**config.mk**
```make
export PLATFORM = sky130hd
export DESIGN_NAME = oled_spi_arbiter
export DESIGN_NICKNAME = d
export VERILOG_FILES = /design/src/rtl/oled_spi_arbiter.sv
export SDC_FILE = /design/constraint.sdc
export NUM_CORES = 1
export LEC_CHECK = 0
export CAP_MARGIN = 20
export CORE_MARGIN = 2
export CORE_UTILIZATION = 40
export CTS_CLUSTER_SIZE = 30
export DETAILED_ROUTE_END_ITERATION = 12
export PLACE_DENSITY = 0.87
export REMOVE_ABC_BUFFERS = 1
export SLEW_MARGIN = 10
export SYNTH_ARGS = -nofsm -noshare
export SYNTH_HDL_FRONTEND = slang
export SYNTH_SLANG_ARGS = --single-unit
```
**constraint.sdc**
```tcl
create_clock -name i_CLK -period 1.81 [get_ports i_CLK]
set_input_delay 0.181 -clock i_CLK [delete_from_list [all_inputs] [get_ports i_CLK]]
set_output_delay 0.181 -clock i_CLK [all_outputs]
set_load 0.01 [all_outputs]
```
**src/rtl/oled_spi_arbiter.sv**
```systemverilog
// ---------------------------------------------------------------------------
// oled_spi_arbiter
//   Shares the single N-byte MOSI SPI buffer of the SSD1331 OLED interface
//   between two packet requesters (0 = command sequencer, 1 = pixel engine).
//   A winner is picked in IDLE, its packet is latched into the o_BUF_*
//   registers, the buffer load strobe is held for START_HOLD cycles, then the
//   arbiter waits for the buffer's end-of-transfer flag (or a timeout) and
//   finally enforces an idle gap of GAP_CYCLES before the next grant.
//
//   Configuration macro: OLED_ARB_RR_EN
//     defined   -> round-robin between simultaneous requests
//     undefined -> fixed priority, requester 0 always wins
//
//   Ports:
//     i_CLK, i_RST            system clock, async active-low reset
//     i_REQ[1:0]              request levels
//     i_DATA0/1, i_DC0/1,     per-requester packet bytes, D/C flags and
//     i_NT0/1                 byte count
//     o_GNT[1:0]              one-hot grant pulse
//     o_DONE[1:0]             completion pulse to the served requester
//     o_ERR                   timeout pulse
//     o_BUSY                  high whenever not IDLE
//     o_BUF_DATA/DC/NT        latched packet towards the buffer
//     o_BUF_START             buffer load strobe
//     i_BUF_DONE              buffer final-bit flag (SCK domain)
// ---------------------------------------------------------------------------
module oled_spi_arbiter #(
   parameter int WIDTH      = 8,
   parameter int N          = 8,
   parameter int START_HOLD = 20,
   parameter int GAP_CYCLES = 40,
   parameter int TIMEOUT    = 2000
) (
   input  logic                 i_CLK,
   input  logic                 i_RST,
   input  logic [1:0]           i_REQ,
   input  logic [WIDTH*N-1:0]   i_DATA0,
   input  logic [WIDTH*N-1:0]   i_DATA1,
   input  logic [N-1:0]         i_DC0,
   input  logic [N-1:0]         i_DC1,
   input  logic [4:0]           i_NT0,
   input  logic [4:0]           i_NT1,
   output logic [1:0]           o_GNT,
   output logic [1:0]           o_DONE,
   output logic                 o_ERR,
   output logic                 o_BUSY,
   output logic [WIDTH*N-1:0]   o_BUF_DATA,
   output logic [N-1:0]         o_BUF_DC,
   output logic [4:0]           o_BUF_NT,
   output logic                 o_BUF_START,
   input  logic                 i_BUF_DONE
);

   localparam int MAX_A = (TIMEOUT > GAP_CYCLES) ? TIMEOUT : GAP_CYCLES;
   localparam int MAX_C = (MAX_A > START_HOLD) ? MAX_A : START_HOLD;
   localparam int CNT_W = $clog2(MAX_C + 1);

   localparam logic [CNT_W-1:0] HOLD_LAST = CNT_W'(START_HOLD - 1);
   localparam logic [CNT_W-1:0] TO_LAST   = CNT_W'(TIMEOUT - 1);
   localparam logic [CNT_W-1:0] GAP_LAST  = CNT_W'(GAP_CYCLES - 1);

   localparam logic [2:0] S_IDLE  = 3'd0;
   localparam logic [2:0] S_GRANT = 3'd1;
   localparam logic [2:0] S_START = 3'd2;
   localparam logic [2:0] S_WAIT  = 3'd3;
   localparam logic [2:0] S_GAP   = 3'd4;

   // Counts above N are clamped so the buffer never shifts past its end.
   function automatic logic [4:0] clamp_nt(input logic [4:0] nt);
      if (nt > 5'(N)) begin
         return 5'(N);
      end else begin
         return nt;
      end
   endfunction

   logic [2:0]          state_q, state_d;
   logic [CNT_W-1:0]    cnt_q, cnt_d;
   logic                winner_q, winner_d;
   logic                win_s;
   logic [1:0]          gnt_q, gnt_d;
   logic [1:0]          done_q, done_d;
   logic                err_q, err_d;
   logic                busy_q, busy_d;
   logic                start_q, start_d;
   logic [WIDTH*N-1:0]  data_q, data_d;
   logic [N-1:0]        dc_q, dc_d;
   logic [4:0]          nt_q, nt_d;
   logic [2:0]          sync_q;
   logic                done_rise_s;

   // Stage 0/1 resynchronise the SCK-domain flag, stage 2 is the edge history.
   always_ff @(posedge i_CLK or negedge i_RST) begin
      if (!i_RST) begin
         sync_q <= 3'b000;
      end else begin
         sync_q <= {sync_q[1:0], i_BUF_DONE};
      end
   end

   assign done_rise_s = sync_q[1] & ~sync_q[2];

`ifdef OLED_ARB_RR_EN
   logic last_q;

   // Remember the last served requester; reset value lets requester 0 win first.
   always_ff @(posedge i_CLK or negedge i_RST) begin
      if (!i_RST) begin
         last_q <= 1'b1;
      end else if ((state_q == S_IDLE) && (i_REQ != 2'b00)) begin
         last_q <= win_s;
      end else begin
         last_q <= last_q;
      end
   end

   // Round-robin winner: on a tie the requester not served last wins.
   always_comb begin
      if (i_REQ == 2'b11) begin
         win_s = ~last_q;
      end else if (i_REQ[0]) begin
         win_s = 1'b0;
      end else begin
         win_s = 1'b1;
      end
   end
`else
   // Fixed priority winner: requester 0 always wins a tie.
   always_comb begin
      if (i_REQ[0]) begin
         win_s = 1'b0;
      end else begin
         win_s = 1'b1;
      end
   end
`endif

   // Next-state and registered-output computation.
   always_comb begin
      state_d  = state_q;
      cnt_d    = cnt_q;
      winner_d = winner_q;
      gnt_d    = 2'b00;
      done_d   = 2'b00;
      err_d    = 1'b0;
      start_d  = 1'b0;
      data_d   = data_q;
      dc_d     = dc_q;
      nt_d     = nt_q;
      case (state_q)
         S_IDLE: begin
            if (i_REQ != 2'b00) begin
               state_d  = S_GRANT;
               cnt_d    = '0;
               winner_d = win_s;
               gnt_d    = win_s ? 2'b10 : 2'b01;
               data_d   = win_s ? i_DATA1 : i_DATA0;
               dc_d     = win_s ? i_DC1 : i_DC0;
               nt_d     = clamp_nt(win_s ? i_NT1 : i_NT0);
            end else begin
               state_d = S_IDLE;
            end
         end
         S_GRANT: begin
            cnt_d = '0;
            if (nt_q == 5'd0) begin
               // Empty packet: complete immediately without touching the buffer.
               done_d[winner_q] = 1'b1;
               state_d          = S_GAP;
            end else begin
               start_d = 1'b1;
               state_d = S_START;
            end
         end
         S_START: begin
            if (cnt_q == HOLD_LAST) begin
               cnt_d   = '0;
               state_d = S_WAIT;
            end else begin
               cnt_d   = cnt_q + CNT_W'(1);
               start_d = 1'b1;
            end
         end
         S_WAIT: begin
            if (done_rise_s) begin
               done_d[winner_q] = 1'b1;
               cnt_d            = '0;
               state_d          = S_GAP;
            end else if (cnt_q == TO_LAST) begin
               err_d   = 1'b1;
               cnt_d   = '0;
               state_d = S_GAP;
            end else begin
               cnt_d = cnt_q + CNT_W'(1);
            end
         end
         S_GAP: begin
            if (cnt_q == GAP_LAST) begin
               cnt_d   = '0;
               state_d = S_IDLE;
            end else begin
               cnt_d = cnt_q + CNT_W'(1);
            end
         end
         default: begin
            cnt_d   = '0;
            state_d = S_IDLE;
         end
      endcase
      busy_d = (state_d != S_IDLE);
   end

   // State, counter and output registers; reset aborts any transfer silently.
   always_ff @(posedge i_CLK or negedge i_RST) begin
      if (!i_RST) begin
         state_q  <= S_IDLE;
         cnt_q    <= '0;
         winner_q <= 1'b0;
         gnt_q    <= 2'b00;
         done_q   <= 2'b00;
         err_q    <= 1'b0;
         busy_q   <= 1'b0;
         start_q  <= 1'b0;
         data_q   <= '0;
         dc_q     <= '0;
         nt_q     <= 5'd0;
      end else begin
         state_q  <= state_d;
         cnt_q    <= cnt_d;
         winner_q <= winner_d;
         gnt_q    <= gnt_d;
         done_q   <= done_d;
         err_q    <= err_d;
         busy_q   <= busy_d;
         start_q  <= start_d;
         data_q   <= data_d;
         dc_q     <= dc_d;
         nt_q     <= nt_d;
      end
   end

   assign o_GNT       = gnt_q;
   assign o_DONE      = done_q;
   assign o_ERR       = err_q;
   assign o_BUSY      = busy_q;
   assign o_BUF_START = start_q;
   assign o_BUF_DATA  = data_q;
   assign o_BUF_DC    = dc_q;
   assign o_BUF_NT    = nt_q;

endmodule

```
==> reports/metrics.cfg <==
[layout]
nets=873
final_cell_count_no_fill=861
drive_gt1_share_pct=8.64
multi_input_area_mm2=0.00209
syn_to_final_growth_pct=66.0
register_area_mm2=0.00256
fin_util_pct=68.3
n_fill_cell=851
diodes=0

[critical_path]
r2r_setup_slack_ps=30
path_class=register to register
end_kind=register
worstRegToRegCells=6
crit_required_ps=2020
reg2reg_from=cnt_q[5]
crit_path_start_kind=register
reg2reg_to=cnt_q[8]
path_max_fanout=6
arrival_ps=1990

[synthesis]
synth_edf_count=0
synthAdderAreaFrac_pct=0.265
synthSimpleGateAreaFrac_pct=13.9
synthDistinctLibCells=36
seq_area_frac_synth_pct=54.1
muxShareOfSynthArea_pct=15.9
synthArstFlopShare_pct=100
yosysWarnings=0
synth_top_family_by_area=multiplexers
syn_area_per_cell_um2=10.2
synth_compound_area_share_pct=12.4
netlist_area_mm2=0.00472
syn_inst=464
yosys_register_bits=102
yosys.area_share.xor_xnor_pct=0
ys.flop_type=dfrtp_1

[outcome]
status=finished, final reports clean

[power]
vdd_drop_max_mv=0.906
p_leak_nw=3.46
power_density_mw_per_mm2=1400
finalPower_mw=11.0

[global_routing]
antenna_found_initial=0
grt_pass1_vias=4624
track_usage_pct=22.1
overflow=0
grt_pass1_wl_um=22300
grt_max_degree=79

[route]
drc=0
firstDrtPassIters=5
wirelength_um=14100
wl_per_cell_um=16.4
postRouteAntennaNets=0
wl_met3_um=974
met2WireLength_um=7540
dr.max_layer_used=met4
met1_length_um=5260
routed-via-count=4420
via_per_inst=5.13
dr.first_iter.drc_count=189

[floorplanning]
die_w_um=113
placementRows=39
start_util_pct=41.2
pin_count=243
core-area_mm2=0.0115
die_area_mm2=0.0127
die_h_um=113

[flow_run]
drv_cap=0

[timing]
setup_violations=0
setup_slack_ps=31.7
hold_viol_final=0
fmax_ghz=0.562
tightestPinTransition_ps=559
fin_setup_tns_ps=0
rsz0062_at_grt=true
slew_headroom_pct=62.8
finClkSkew_ps=8.80
slew_violations=0
min_period_ps=1780
fin_crit_sh_pct=98.2

[placement]
port_buffers=242
dp_slack_ps=14.2
gp_congestion=0.846
dp_hpwl_um=10900
post-place-cells=837

[clock_network]
clkLatencyLatePin_ps=340
cts_tree=done
cts_max_path_buffers=2
cts_buffers=9
clkTransAtPathRegs_ps=70
h-tree-depth=3
clkSinkCount=102
root_buffer=clkbuf_16

[worst_hold_path]
min_path_type=primary input to asynchronous set/reset pin

## per-layer routing
| metal | GRT usage, % | vias up |
|---|---|---|
| met5 | 0 | - |
| met4 | 8.46 | 0 |
| met3 | 5.18 | 29 |
| met2 | 40.3 | 199 |
| met1 | 24.9 | 2083 |
| li1 | - | 2109 |
## through the flow
| step | hold WS (ps) | cell area, µm² |
|---|---|---|
| 2_1_floorplan | -115 | 4580 |
| 3_3_place_gp | 114 | 7360 |
| 3_5_place_dp | 120 | 7360 |
| 4_1_cts | 276 | 7700 |
| 5_1_grt | 279 | 7840 |
| 6_report | 288 | 7840 |
## layout by cell type, fill, tap and decap left out, types with 3 or more instances in the layout
cell,instances
a21oi_1,8
a31oi_1,5
and2_1,4
and3_1,7
buf_12,3
buf_4,23
clkbuf_16,9
clkdlybuf4s50_1,240
dfrtp_1,95
dfrtp_2,7
inv_1,6
mux2i_1,75
nand2_1,86
nand2b_1,4
nand3_1,8
nand3b_1,5
nor2_1,13
nor3b_2,3
o21ai_0,78
o21ai_1,4
## power by group
group | leakage, nW | internal [mW] | switching (mW)
clock network | 0.162 | 1.29 | 0.836
registers | 1.27 | 3.23 | 0.579
logic | 2.03 | 2.65 | 2.40
## sequential cells by signal (all words and copies together) (netlist names)
signal,flops
cnt_q,11
o_BUF_DATA,64
o_BUF_DC,8
o_BUF_NT,5
o_BUF_START,1
o_BUSY,1
o_DONE,2
o_ERR,1
o_GNT,2
state_q,3
sync_q,3
winner_q,1
## cells in the mapped netlist (all sizes together) (3+ instances only)
cell type | number | share of area (%)
nand3b | 5 | 0.79
inv | 6 | 0.48
o21ai | 83 | 8.8
a31oi | 5 | 0.66
and2 | 4 | 0.53
nor2 | 13 | 1.0
clkbuf | 12 | 0.95
dfrtp | 102 | 54
nand3 | 10 | 1.1
nand2b | 4 | 0.53
buf | 18 | 2.1
and3 | 7 | 0.93
a41oi | 3 | 0.56
nor3b | 4 | 0.85
mux2i | 75 | 16
nand2 | 86 | 6.8
a21oi | 8 | 0.85
## layout make-up
type,count,area share [%]
flip-flops and latches,102,32.7
well taps,143,2.28
clock inverters,5,1.04
clock buffers,11,3.23
repair buffers,268,33.8
inverters,6,0.287
multi-input cells,326,26.7
## kinds of logic after synthesis
| family | after synthesis |
|---|---|
| adders and majority gates | 1 |
| and+or+nand+nor | 142 |
| AOI/OAI and AO/OA | 108 |
| DFF | 102 |
| buffers and inverters | 36 |
| muxes | 75 |
## worst max-delay path by stage
stage / cells past startpoint / from / slack (ps) / endpoint
finish: 6 / cnt_q[5] / 30 / cnt_q[8]
global route: 6 / cnt_q[5] / -20 / cnt_q[9]
CTS: 7 / cnt_q[0] / 6 / cnt_q[8]
detailed placement: 7 / cnt_q[0] / 10 / cnt_q[8]
global placement: 7 / cnt_q[0] / 160 / cnt_q[10]
floorplan: 2 / i_REQ[1] / -3370 / o_BUF_DATA[0]
## worst max-delay path, cell delays in order (launching register included)
cell and delay (ps):
dfrtp_1 440, or3b_1 360, a22oi_1 160, o211ai_1 180, buf_4 210, a41oi_1 240
a31oi_1 70
## what timing repair did
action                                 CTS  global route
gates resized for setup                  0            20
hold buffers                             1             0
endpoints found under the hold margin   24             0
buffers inserted                         0             6
setup endpoints to repair                0            12
Note: power is estimated with default switching activity, not from simulation.
